File: src/rtl/pipelined_tree_adder.sv
// Pipelined multi-operand binary tree adder with valid/ready handshake and global stall.
// Sums N_OPS masked unsigned W-bit operands plus a carry-in. One register level per
// tree level, so the latency is LG = log2(N_OPS) cycles and the sum grows by LG bits.
//
// Ports:
//   clk        rising-edge clock
//   rst        synchronous active-high reset
//   in_valid   operand set presented
//   in_ready   block can accept this cycle (combinational, independent of in_valid)
//   ops        operand i at bits [i*W +: W]
//   op_mask    bit i = 1 includes operand i, 0 forces it to zero
//   cin        carry-in, added once into lane 0 of the first level
//   out_valid  sum holds a result
//   out_ready  consumer accepts the result
//   sum        unsigned total, W+LG bits
module pipelined_tree_adder #(
  parameter int unsigned W = 16,
  parameter int unsigned N_OPS = 8,
  localparam int unsigned LG = $clog2(N_OPS)
) (
  input  logic                 clk,
  input  logic                 rst,
  input  logic                 in_valid,
  output logic                 in_ready,
  input  logic [N_OPS*W-1:0]   ops,
  input  logic [N_OPS-1:0]     op_mask,
  input  logic                 cin,
  output logic                 out_valid,
  input  logic                 out_ready,
  output logic [W+LG-1:0]      sum
);

  // Whole pipeline shifts together unless a finished result is waiting on the consumer.
  logic          adv;
  logic [LG-1:0] vld;

  assign adv       = out_ready || !out_valid;
  assign in_ready  = adv;
  assign out_valid = vld[LG-1];

  // Per-level valid bits; vld[k-1] qualifies level k.
  always_ff @(posedge clk) begin
    if (rst) begin
      vld <= '0;
    end else if (adv) begin
      vld[0] <= in_valid;
      for (int unsigned k = 1; k < LG; k++) begin
        vld[k] <= vld[k-1];
      end
    end
  end

  // Level k holds N_OPS>>k partial sums, each W+k bits wide, which is enough to never overflow.
  for (genvar k = 1; k <= LG; k++) begin : g_st
    localparam int unsigned NL = N_OPS >> k;
    localparam int unsigned LW = W + k;

    logic [LW-1:0] lane [NL];
    logic [LW-1:0] nxt  [NL];
    logic          en;

    if (k == 1) begin : g_leaf
      // Masked operand pairs; carry-in folded into lane 0 so it is counted exactly once.
      always_comb begin
        for (int unsigned j = 0; j < NL; j++) begin
          nxt[j] = LW'(ops[(2*j)*W +: W] & {W{op_mask[2*j]}})
                 + LW'(ops[(2*j+1)*W +: W] & {W{op_mask[2*j+1]}})
                 + LW'(cin && (j == 0));
        end
      end
      // Data only moves when a real operand set enters; bubbles leave it don't-care.
      assign en = adv && in_valid;
    end else begin : g_node
      always_comb begin
        for (int unsigned j = 0; j < NL; j++) begin
          nxt[j] = LW'(g_st[k-1].lane[2*j]) + LW'(g_st[k-1].lane[2*j+1]);
        end
      end
      assign en = adv && vld[k-2];
    end

    always_ff @(posedge clk) begin
      if (rst) begin
        for (int unsigned j = 0; j < NL; j++) begin
          lane[j] <= '0;
        end
      end else if (en) begin
        for (int unsigned j = 0; j < NL; j++) begin
          lane[j] <= nxt[j];
        end
      end
    end
  end

  assign sum = g_st[LG].lane[0];

endmodule

File: config.mk
export PLATFORM = sky130hd
export DESIGN_NAME = pipelined_tree_adder
export DESIGN_NICKNAME = d
export VERILOG_FILES = /design/src/rtl/pipelined_tree_adder.sv
export SDC_FILE = /design/constraint.sdc
export NUM_CORES = 1
export LEC_CHECK = 0
export ABC_AREA = 1
export BUFFER_PORTS_ARGS = -buffer_cell sky130_fd_sc_hd__buf_2
export CAP_MARGIN = 20
export CORE_ASPECT_RATIO = 1.75
export CORE_UTILIZATION = 59
export CTS_CLUSTER_SIZE = 10
export DETAILED_ROUTE_END_ITERATION = 8
export PLACE_DENSITY = 0.83
export REMOVE_ABC_BUFFERS = 1
export SLEW_MARGIN = 40
export SYNTH_ARGS = -nofsm -noshare
export SYNTH_HDL_FRONTEND = slang
export SYNTH_SLANG_ARGS = --single-unit
File: constraint.sdc
create_clock -name clk -period 2.8 [get_ports clk]
set_input_delay 0.28 -clock clk [delete_from_list [all_inputs] [get_ports clk]]
set_output_delay 0.28 -clock clk [all_outputs]
set_load 0.01 [all_outputs]
==> impl_metrics.yaml, run 1 <==
outcome:
  status: "complete, no violations"
routing:
  dr.pass1.iters: 5
  totalWireLength_mm: 28.3
  antenna_left: 0
  drt_first_iter_violations: 709
  route.detailed.drc: 0
  vias: 11200
  wl_per_cell_um: 13.5
  via_per_inst: 5.33
clock_network:
  numCtsBuffers: 17
  cts.clk_slew.worst_paths_ps: 60
  tritoncts: "built"
  cts_sinks: 126
  clock_latency_ps: 430
  cts_buffer_depth: 2
  htreeDepth: 4
  cts_root_buf: "clkbuf_16"
  postCtsSetupRepairBufs: 0
  ctsHoldBuffers: 0
  ctsResizeCount: 0
synthesis:
  synth_warnings: 0
  ys_top_cells_by_area: "edfxtp_1, nand2_1, ha_1, inv_1, a21oi_1"
  synth_top_cell_by_area: "edfxtp_1"
  ys_ff_latch: 126
  synth-seq-area-share: 0.326
  synth_top_cell_area_share: 0.321
  synth_area_mm2: 0.0115
  syn_area_per_cell_um2: 6.83
  synth_edf_count: 123
  synth.most_common_cell: "nand2_1"
  synth_async_sr_flop_share: 0
  netlist_top_cells_count: "nand2_1, inv_1, nor2_1"
  ys_types: 37
  syn_inst: 1685
  synth-main-ff-cell: "edfxtp_1"
worst_setup_path:
  critical_path_arrival_ps: 2310
  path_class: "reg2reg"
  reg2reg_slack_ps: 670
  cp-end-kind: "flop"
  r2r_start: "g_st[2].lane[0][0]"
  crit_path_start_kind: "flop"
  cp_data_required_time_ps: 2980
  critPathMaxFanout: 4
  reg2reg_to: "g_st[3].lane[0][16]"
  r2r_cells: 9
die:
  rows: 67
  start_util: 0.602
  dieHeight_um: 187
  io_pins: 162
  die_x_um: 108
  die_area_mm2: 0.0201
  core-area_mm2: 0.0191
grt:
  grt_max_degree: 37
  track_usage: 0.299
  grt_remaining_overflow: 0
  grt_pass1_vias: 11300
  antenna_found_initial: 0
  grt_pass1_wl_mm: 47.7
sta:
  skew_ps: 9.20
  tns_ps: 0
  rsz0062_at_grt: "false"
  setup_viol: 0
  slew_violations: 0
  setup_ws_ps: 669
  max_clock_freq_mhz: 469
  max_slew_margin: 0.550
  min_period_ps: 2130
  worst_pin_slew_ps: 672
  period_share: 0.761
  final-hold-violation-count: 0
  holdWs_ps: 151
placed_design:
  dp_hpwl_mm: 23.2
  pre_cts_ws_ps: 416
  place.gp.congestion: 0.923
  numPortBuffers: 161
cells_and_area:
  area_growth_pct: 14.3
  antenna_cells: 0
  drive_above_1_share: 0.128
  finalNetCount: 2111
min_path:
  hold_class: "in2reg"
  holdCritStartpoint: "rst"
  min_to: "vld[2]"
  whs_path_depth: 2
pwr:
  cellLeakagePower_nw: 7.34
  power_density_mw_per_mm2: 450
  peakVddDrop_uv: 407
flow_run:
  cap_viol_max_count: 0
## layout make-up
class                   count  area (µm²)
flip-flops and latches    126        3750
inverters                 287        1080
fillers                  1662        5960
well taps                 241         302
clock buffers              20         437
repair buffers            169         916
multi-input cells        1246        6540
clock inverters            11         119
## kinds of logic (layout without fill, tap and decap cells)
| group | count (synthesis) | count (layout) | share of synthesized area |
|---|---|---|---|
| flops | 126 | 126 | 0.326 |
| xor+xnor | 5 | 5 | 0.00381 |
| buf+inv | 313 | 487 | 0.105 |
| simple gates | 840 | 840 | 0.298 |
| compound gates | 278 | 278 | 0.128 |
| fa+ha+maj | 123 | 123 | 0.139 |
## how the worst max path moves through the flow
stage | from | to | slack [ps] | depth (start not counted)
6_report | g_st[2].lane[0][0] | g_st[3].lane[0][16] | 670 | 9
5_1_grt | g_st[2].lane[0][18] | g_st[3].lane[0][12] | 500 | 11
4_1_cts | g_st[2].lane[0][18] | g_st[3].lane[0][16] | 670 | 9
3_5_place_dp | op_mask[1] | g_st[1].lane[0][10] | 420 | 14
3_3_place_gp | op_mask[1] | g_st[1].lane[0][14] | 510 | 12
2_1_floorplan | vld[2] | g_st[1].lane[0][0] | 220 | 5
## metrics by stage
stage / util / power, mW / area [µm²] / cells
finish: 0.688 / 5.92 / 13200 / 2100
global placement: 0.659 / 3.78 / 12600 / 2069
detailed placement: 0.659 / 3.81 / 12600 / 2069
CTS: 0.688 / 5.91 / 13200 / 2100
floorplan: - / 3.34 / 11400 / 1659
global route: 0.688 / 6.21 / 13200 / 2100
## layer usage
layer  track usage  vias to the layer above  wire length, µm
met2         0.583                      327            15600
met5             0                        -                0
met3        0.0339                       95              950
li1              -                     5743                -
met1         0.289                     5030            10400
met4         0.174                        0             1350
## cell usage in the layout, fill, tap and decap left out, types with 17 or more instances in the layout
cell,Yosys,final
inv_1,283,283
ha_1,115,115
o21ai_0,76,75
nand2_2,17,18
nor3_1,21,21
buf_2,5,161
clkbuf_16,0,17
nand2_1,505,504
nor2_1,198,198
nand3_1,75,75
a21oi_1,169,169
edfxtp_1,123,123
## worst max-delay path: stages, from the launching register on
cell	delay (ps)
edfxtp_1	340
ha_1	220
inv_1	70
fa_1	480
o21ai_2	280
nand2_2	80
nand2_2	130
nand2_2	80
a21oi_1	150
nor2_1	60
## sequential cells by signal, summed over array words and instances (netlist names)
signal	count
vld	3
g_st.lane	123
## power by group
group | leakage [nW] | internal, mW | switching (mW)
Combinational | 5.72 | 0.525 | 0.970
Clock | 0.264 | 1.30 | 0.820
Sequential | 1.36 | 2.24 | 0.0614
(Power assumes the default switching activity.)
==> run 2, diff against run 1 <==
- ABC_AREA: 1 -> 0
- clock period: 2.8 -> 2.05 ns (I/O delays scaled with it)
==> impl_metrics.yaml, run 2 <==
cells_and_area:
  final_cell_mix: "buf_4, buf_2, and2_1, nor2_1, edfxtp_1"
  drive_above_1_share: 0.371
  finalNetCount: 1843
  area_growth_pct: 43.2
  antenna_cells: 0
  reg_top3: "g_st.lane: 123 flops, vld: 3 flops"
  final_common_cell: "buf_4"
  largest_reg_flops: 123
  stdcell_area_mm2: 0.0153
  post-route-util: 0.871
  top_register: "g_st.lane"
sta:
  holdWs_ps: 18.2
  max_slew_margin: 0.642
  final-hold-violation-count: 0
  rsz0062_at_grt: "true"
  period_share: 1.27
  tns_ps: -9780
  max_clock_freq_mhz: 383
  setup_viol: 39
  slew_violations: 0
  worst_pin_slew_ps: 524
  setup_ws_ps: -558
  min_period_ps: 2610
  skew_ps: 8.12
die:
  io_pins: 162
  start_util: 0.608
  rows: 64
  die_x_um: 104
  die_area_mm2: 0.0187
  dieHeight_um: 180
  core-area_mm2: 0.0176
grt:
  grt_pass1_wl_mm: 51.4
  grt_remaining_overflow: 0
  grt_pass1_vias: 11100
  grt_max_degree: 40
  antenna_found_initial: 0
  track_usage: 0.348
clock_network:
  numCtsBuffers: 17
  cts_sinks: 126
  tritoncts: "built"
  cts.clk_slew.worst_paths_ps: 60
  htreeDepth: 4
  clock_latency_ps: 430
  cts_root_buf: "clkbuf_16"
  cts_buffer_depth: 2
  ctsHoldBuffers: 0
worst_setup_path:
  crit_path_start_kind: "flop"
  crit_family: "adder cells"
  slowest_delay_ps: 390
  crit_chain: "ha_2 > inv_2 > fa_2 > nor2b_4 > o21ai_2 > o211ai_1 > buf_4 > a31oi_4 > xor2_2 > nor2_1"
  path_class: "reg2reg"
  slowest_stage: "fa_2"
  cp-end-kind: "flop"
  path_buf_inv: 2
  cp.depth: 10
  r2r_cells: 10
  critical_path_arrival_ps: 2770
  critPathMaxFanout: 3
  cp_data_required_time_ps: 2220
synthesis:
  synth_area_mm2: 0.0107
  synth_async_sr_flop_share: 0
  syn_inst: 1169
  synth_top_cell_by_area: "edfxtp_1"
  synth_edf_count: 123
  synth_top_cell_area_share: 0.345
  ys_top_cells_by_area: "edfxtp_1, ha_1, and2_1, nor2_1, a21oi_1"
  synth-main-ff-cell: "edfxtp_1"
  synth-seq-area-share: 0.350
  synth.most_common_cell: "and2_1"
  ys_ff_latch: 126
  syn_area_per_cell_um2: 9.17
  ys_types: 67
  netlist_top_cells_count: "and2_1, nor2_1, edfxtp_1"
  synth_warnings: 0
placed_design:
  place_area_mm2: 0.0135
  place.gp.congestion: 0.938
  numPortBuffers: 161
  dp_hpwl_mm: 23.8
flow_run:
  cap_viol_max_count: 0
routing:
  route.detailed.drc: 0
  totalWireLength_mm: 38.0
  dr.pass1.iters: 6
  drt_first_iter_violations: 928
  vias: 11500
  antenna_left: 0
  wl_per_cell_um: 20.9
  via_per_inst: 6.30
min_path:
  whs_path_depth: 2
  hold_class: "in2reg"
outcome:
  violations: "setup timing"
  status: "finished with violations"
pwr:
  power_density_mw_per_mm2: 633
  peakVddDrop_uv: 641
  cellLeakagePower_nw: 6.99
  finalPower_mw: 9.72
==> run 2: cell count changes after synthesis, moves of 23 or more <==
cell / previous run / this run
xor2_1: 5 / 28
nor2_1: 198 / 139
nand2_1: 505 / 70
nand3_1: 75 / 17
xnor2_1: 0 / 39
o21ai_0: 76 / 33
and2_1: 9 / 140
a21o_1: 2 / 36
a21oi_1: 169 / 76
inv_1: 283 / 27
a211oi_1: 0 / 32
==> run 2: worst paths after layout <==
kind	end	from	slack, ps
worst min-delay path	vld[1]	rst	20
worst max register to register	g_st[2].lane[0][12]	g_st[1].lane[0][0]	-560
worst min register to register	vld[1]	vld[1]	530
worst max-delay path	g_st[2].lane[0][12]	g_st[1].lane[0][0]	-560
==> run 2: cells by family after synthesis <==
family | after synthesis | share of synthesized area
AND/OR/NAND/NOR | 486 | 0.232
flip-flops | 126 | 0.350
XOR/XNOR | 67 | 0.0548
buffers and inverters | 60 | 0.0212
AO/OA/AOI/OAI | 302 | 0.188
multiplexers | 5 | 0.00467
adder cells (fa/ha/maj) | 123 | 0.149
==> run 2: layer usage <==
layer  routed length, µm  global-route usage
met1               12400               0.329
met2               20100               0.673
met3                2390              0.0492
met4                3150               0.241
met5                   0                   0
==> run 2: what timing repair did <==
item | 4_1_cts | 5_1_grt
buffers inserted | 19 | 17
resized for setup | 86 | 110
setup endpoints to repair | 51 | 65
pin swaps | 57 | 83
==> run 2: final cells by class <==
type                            instances  area (µm²)
Inverter                               28         105
Timing Repair Buffer                  423        2950
Tap cell                              231         289
Clock inverter                         13         195
Sequential cell                       126        3750
Multi-Input combinational cell        983        7620
Clock buffer                           19         433
Fill cell                             879        2270
==> run 2: stage by stage <==
stage	setup slack [ps]	instances
CTS	-340	1815
global route	-629	1823
finish	-558	1823
global placement	-625	1765
detailed placement	-735	1765
floorplan	-664	1137
==> run 2: power breakdown <==
group          switching, mW  internal [mW]  total [mW]
combinational           1.73           1.52        3.25
sequential             0.110           3.06        3.17
clock                   1.15           2.14        3.29
total                   2.99           6.72        9.72
==> run 3, diff against run 2 <==
- PLACE_DENSITY: 0.83 -> not set
- PLACE_DENSITY_LB_ADDON: not set -> 0.08
- REMOVE_ABC_BUFFERS: 1 -> not set
- clock period: 2.05 -> 2.9 ns (I/O delays scaled with it)
==> impl_metrics.yaml, run 3 (same netlist as run 2, synthesis figures left out) <==
pwr:
  power_density_mw_per_mm2: 466
  cellLeakagePower_nw: 5.54
  peakVddDrop_uv: 408
routing:
  wl_met1_mm: 9.68
  dr_wl_met3_um: 685
  antenna_left: 0
  totalWireLength_mm: 26.0
  dr.pass1.iters: 5
  vias: 9294
  highest_layer: "met4"
  wl_per_cell_um: 16.5
  route.detailed.drc: 0
  drt_first_iter_violations: 436
  via_per_inst: 5.90
  dr_wl_met2_mm: 14.2
sta:
  period_share: 0.900
  skew_ps: 11.8
  rsz0062_at_grt: "false"
  max_slew_margin: 0.466
  min_period_ps: 2610
  tns_ps: 0
  setup_ws_ps: 291
  worst_pin_slew_ps: 801
  max_clock_freq_mhz: 383
  slew_violations: 0
  setup_viol: 0
  final-hold-violation-count: 0
cells_and_area:
  reg_top3: "g_st.lane: 123 flops, vld: 3 flops"
  final_cell_mix: "buf_2, and2_1, nor2_1, edfxtp_1, ha_1"
  top_register: "g_st.lane"
  final_common_cell: "buf_2"
  largest_reg_flops: 123
  post-route-util: 0.703
  area_growth_pct: 15.5
  finalNetCount: 1594
  drive_above_1_share: 0.160
worst_setup_path:
  path_class: "reg2reg"
  r2r_start: "g_st[1].lane[0][6]"
  crit_chain: "ha_1 > or4_1 > o21ai_2 > a211oi_2 > a311o_1 > a211oi_1 > nor3_1 > buf_4"
  r2r_cells: 8
  crit_start: "g_st[1].lane[0][6]"
  slowest_delay_ps: 560
  cp-end-kind: "flop"
  critPathMaxFanout: 7
  critPathCapture: "g_st[2].lane[0][15]"
  crit_family: "compound AO/OA/AOI/OAI gates"
  path_buf_inv: 1
  critical_path_arrival_ps: 2780
  crit_path_start_kind: "flop"
  reg2reg_slack_ps: 290
  cp.depth: 8
  slowest_stage: "or4_1"
  reg2reg_to: "g_st[2].lane[0][15]"
  cp_data_required_time_ps: 3070
clock_network:
  ctsHoldBuffers: 0
  htreeDepth: 4
  clock_latency_ps: 420
  cts_sinks: 126
  postCtsSetupRepairBufs: 0
  tritoncts: "built"
  numCtsBuffers: 17
  cts.clk_slew.worst_paths_ps: 60
  cts_root_buf: "clkbuf_16"
  cts_buffer_depth: 2
  ctsResizeCount: 0
flow_run:
  cap_viol_max_count: 0
synthesis:
  synth_nets: 1433
grt:
  grt_remaining_overflow: 0
  grt_max_degree: 69
  grt_pass1_wl_mm: 42.6
  antenna_found_initial: 1
  track_usage: 0.286
  grt_pass1_vias: 9024
die:
  io_pins: 162
  rows: 64
  core-area_mm2: 0.0176
  die_x_um: 104
  start_util: 0.608
  die_area_mm2: 0.0187
  dieHeight_um: 180
outcome:
  status: "complete, no violations"
placed_design:
  dp_hpwl_mm: 20.8
  numPortBuffers: 161
  pre_cts_ws_ps: 62.0
  place.gp.congestion: 0.923
min_path:
  hold_class: "in2reg"
## run 3: worst min path at each step
stage,from,cells after the start,to
2_1_floorplan,rst,1,vld[0]
3_3_place_gp,vld[1],2,vld[1]
3_5_place_dp,vld[1],2,vld[1]
4_1_cts,rst,2,vld[1]
5_1_grt,rst,2,vld[2]
6_report,rst,2,vld[1]
## run 3: worst reg2reg max path: cells and delay by family (launching register included)
| kind | cells | cell delay, ps |
|---|---|---|
| and+or+nand+nor | 2 | 640 |
| buffers and inverters | 1 | 160 |
| DFF | 1 | 410 |
| adders and majority gates | 1 | 290 |
| AOI/OAI and AO/OA | 4 | 850 |
## run 3: area by class of cell
class	instances	area [µm²]
Antenna cell	1	2.50
Clock buffer	17	425
Clock inverter	15	148
Fill cell	1439	5240
Inverter	28	105
Multi-Input combinational cell	983	6740
Sequential cell	126	3750
Tap cell	231	289
Timing Repair Buffer	174	916
## run 3: metal layers
layer  global-route usage  up-vias
met1                0.291     4323
met4                0.169        0
met2                0.551      250
li1                     -     4640
met5                    0        -
met3               0.0318       81
## run 3: metrics by stage
step           instance area, µm²  hold WS (ps)  std cells  power [mW]
3_5_place_dp                11800           512       1542        3.72
2_1_floorplan               10700           359       1169        3.29
6_report                    12400           112       1575        5.77
4_1_cts                     12400          93.8       1574        5.78
5_1_grt                     12400           123       1574        6.03
3_3_place_gp                11800           502       1542        3.69
## run 3: power breakdown
part	leakage, nW	switching (mW)	internal (mW)	total [mW]
clock network	0.280	0.808	1.26	2.07
registers	1.35	0.0593	2.16	2.22
logic	3.91	0.852	0.629	1.48
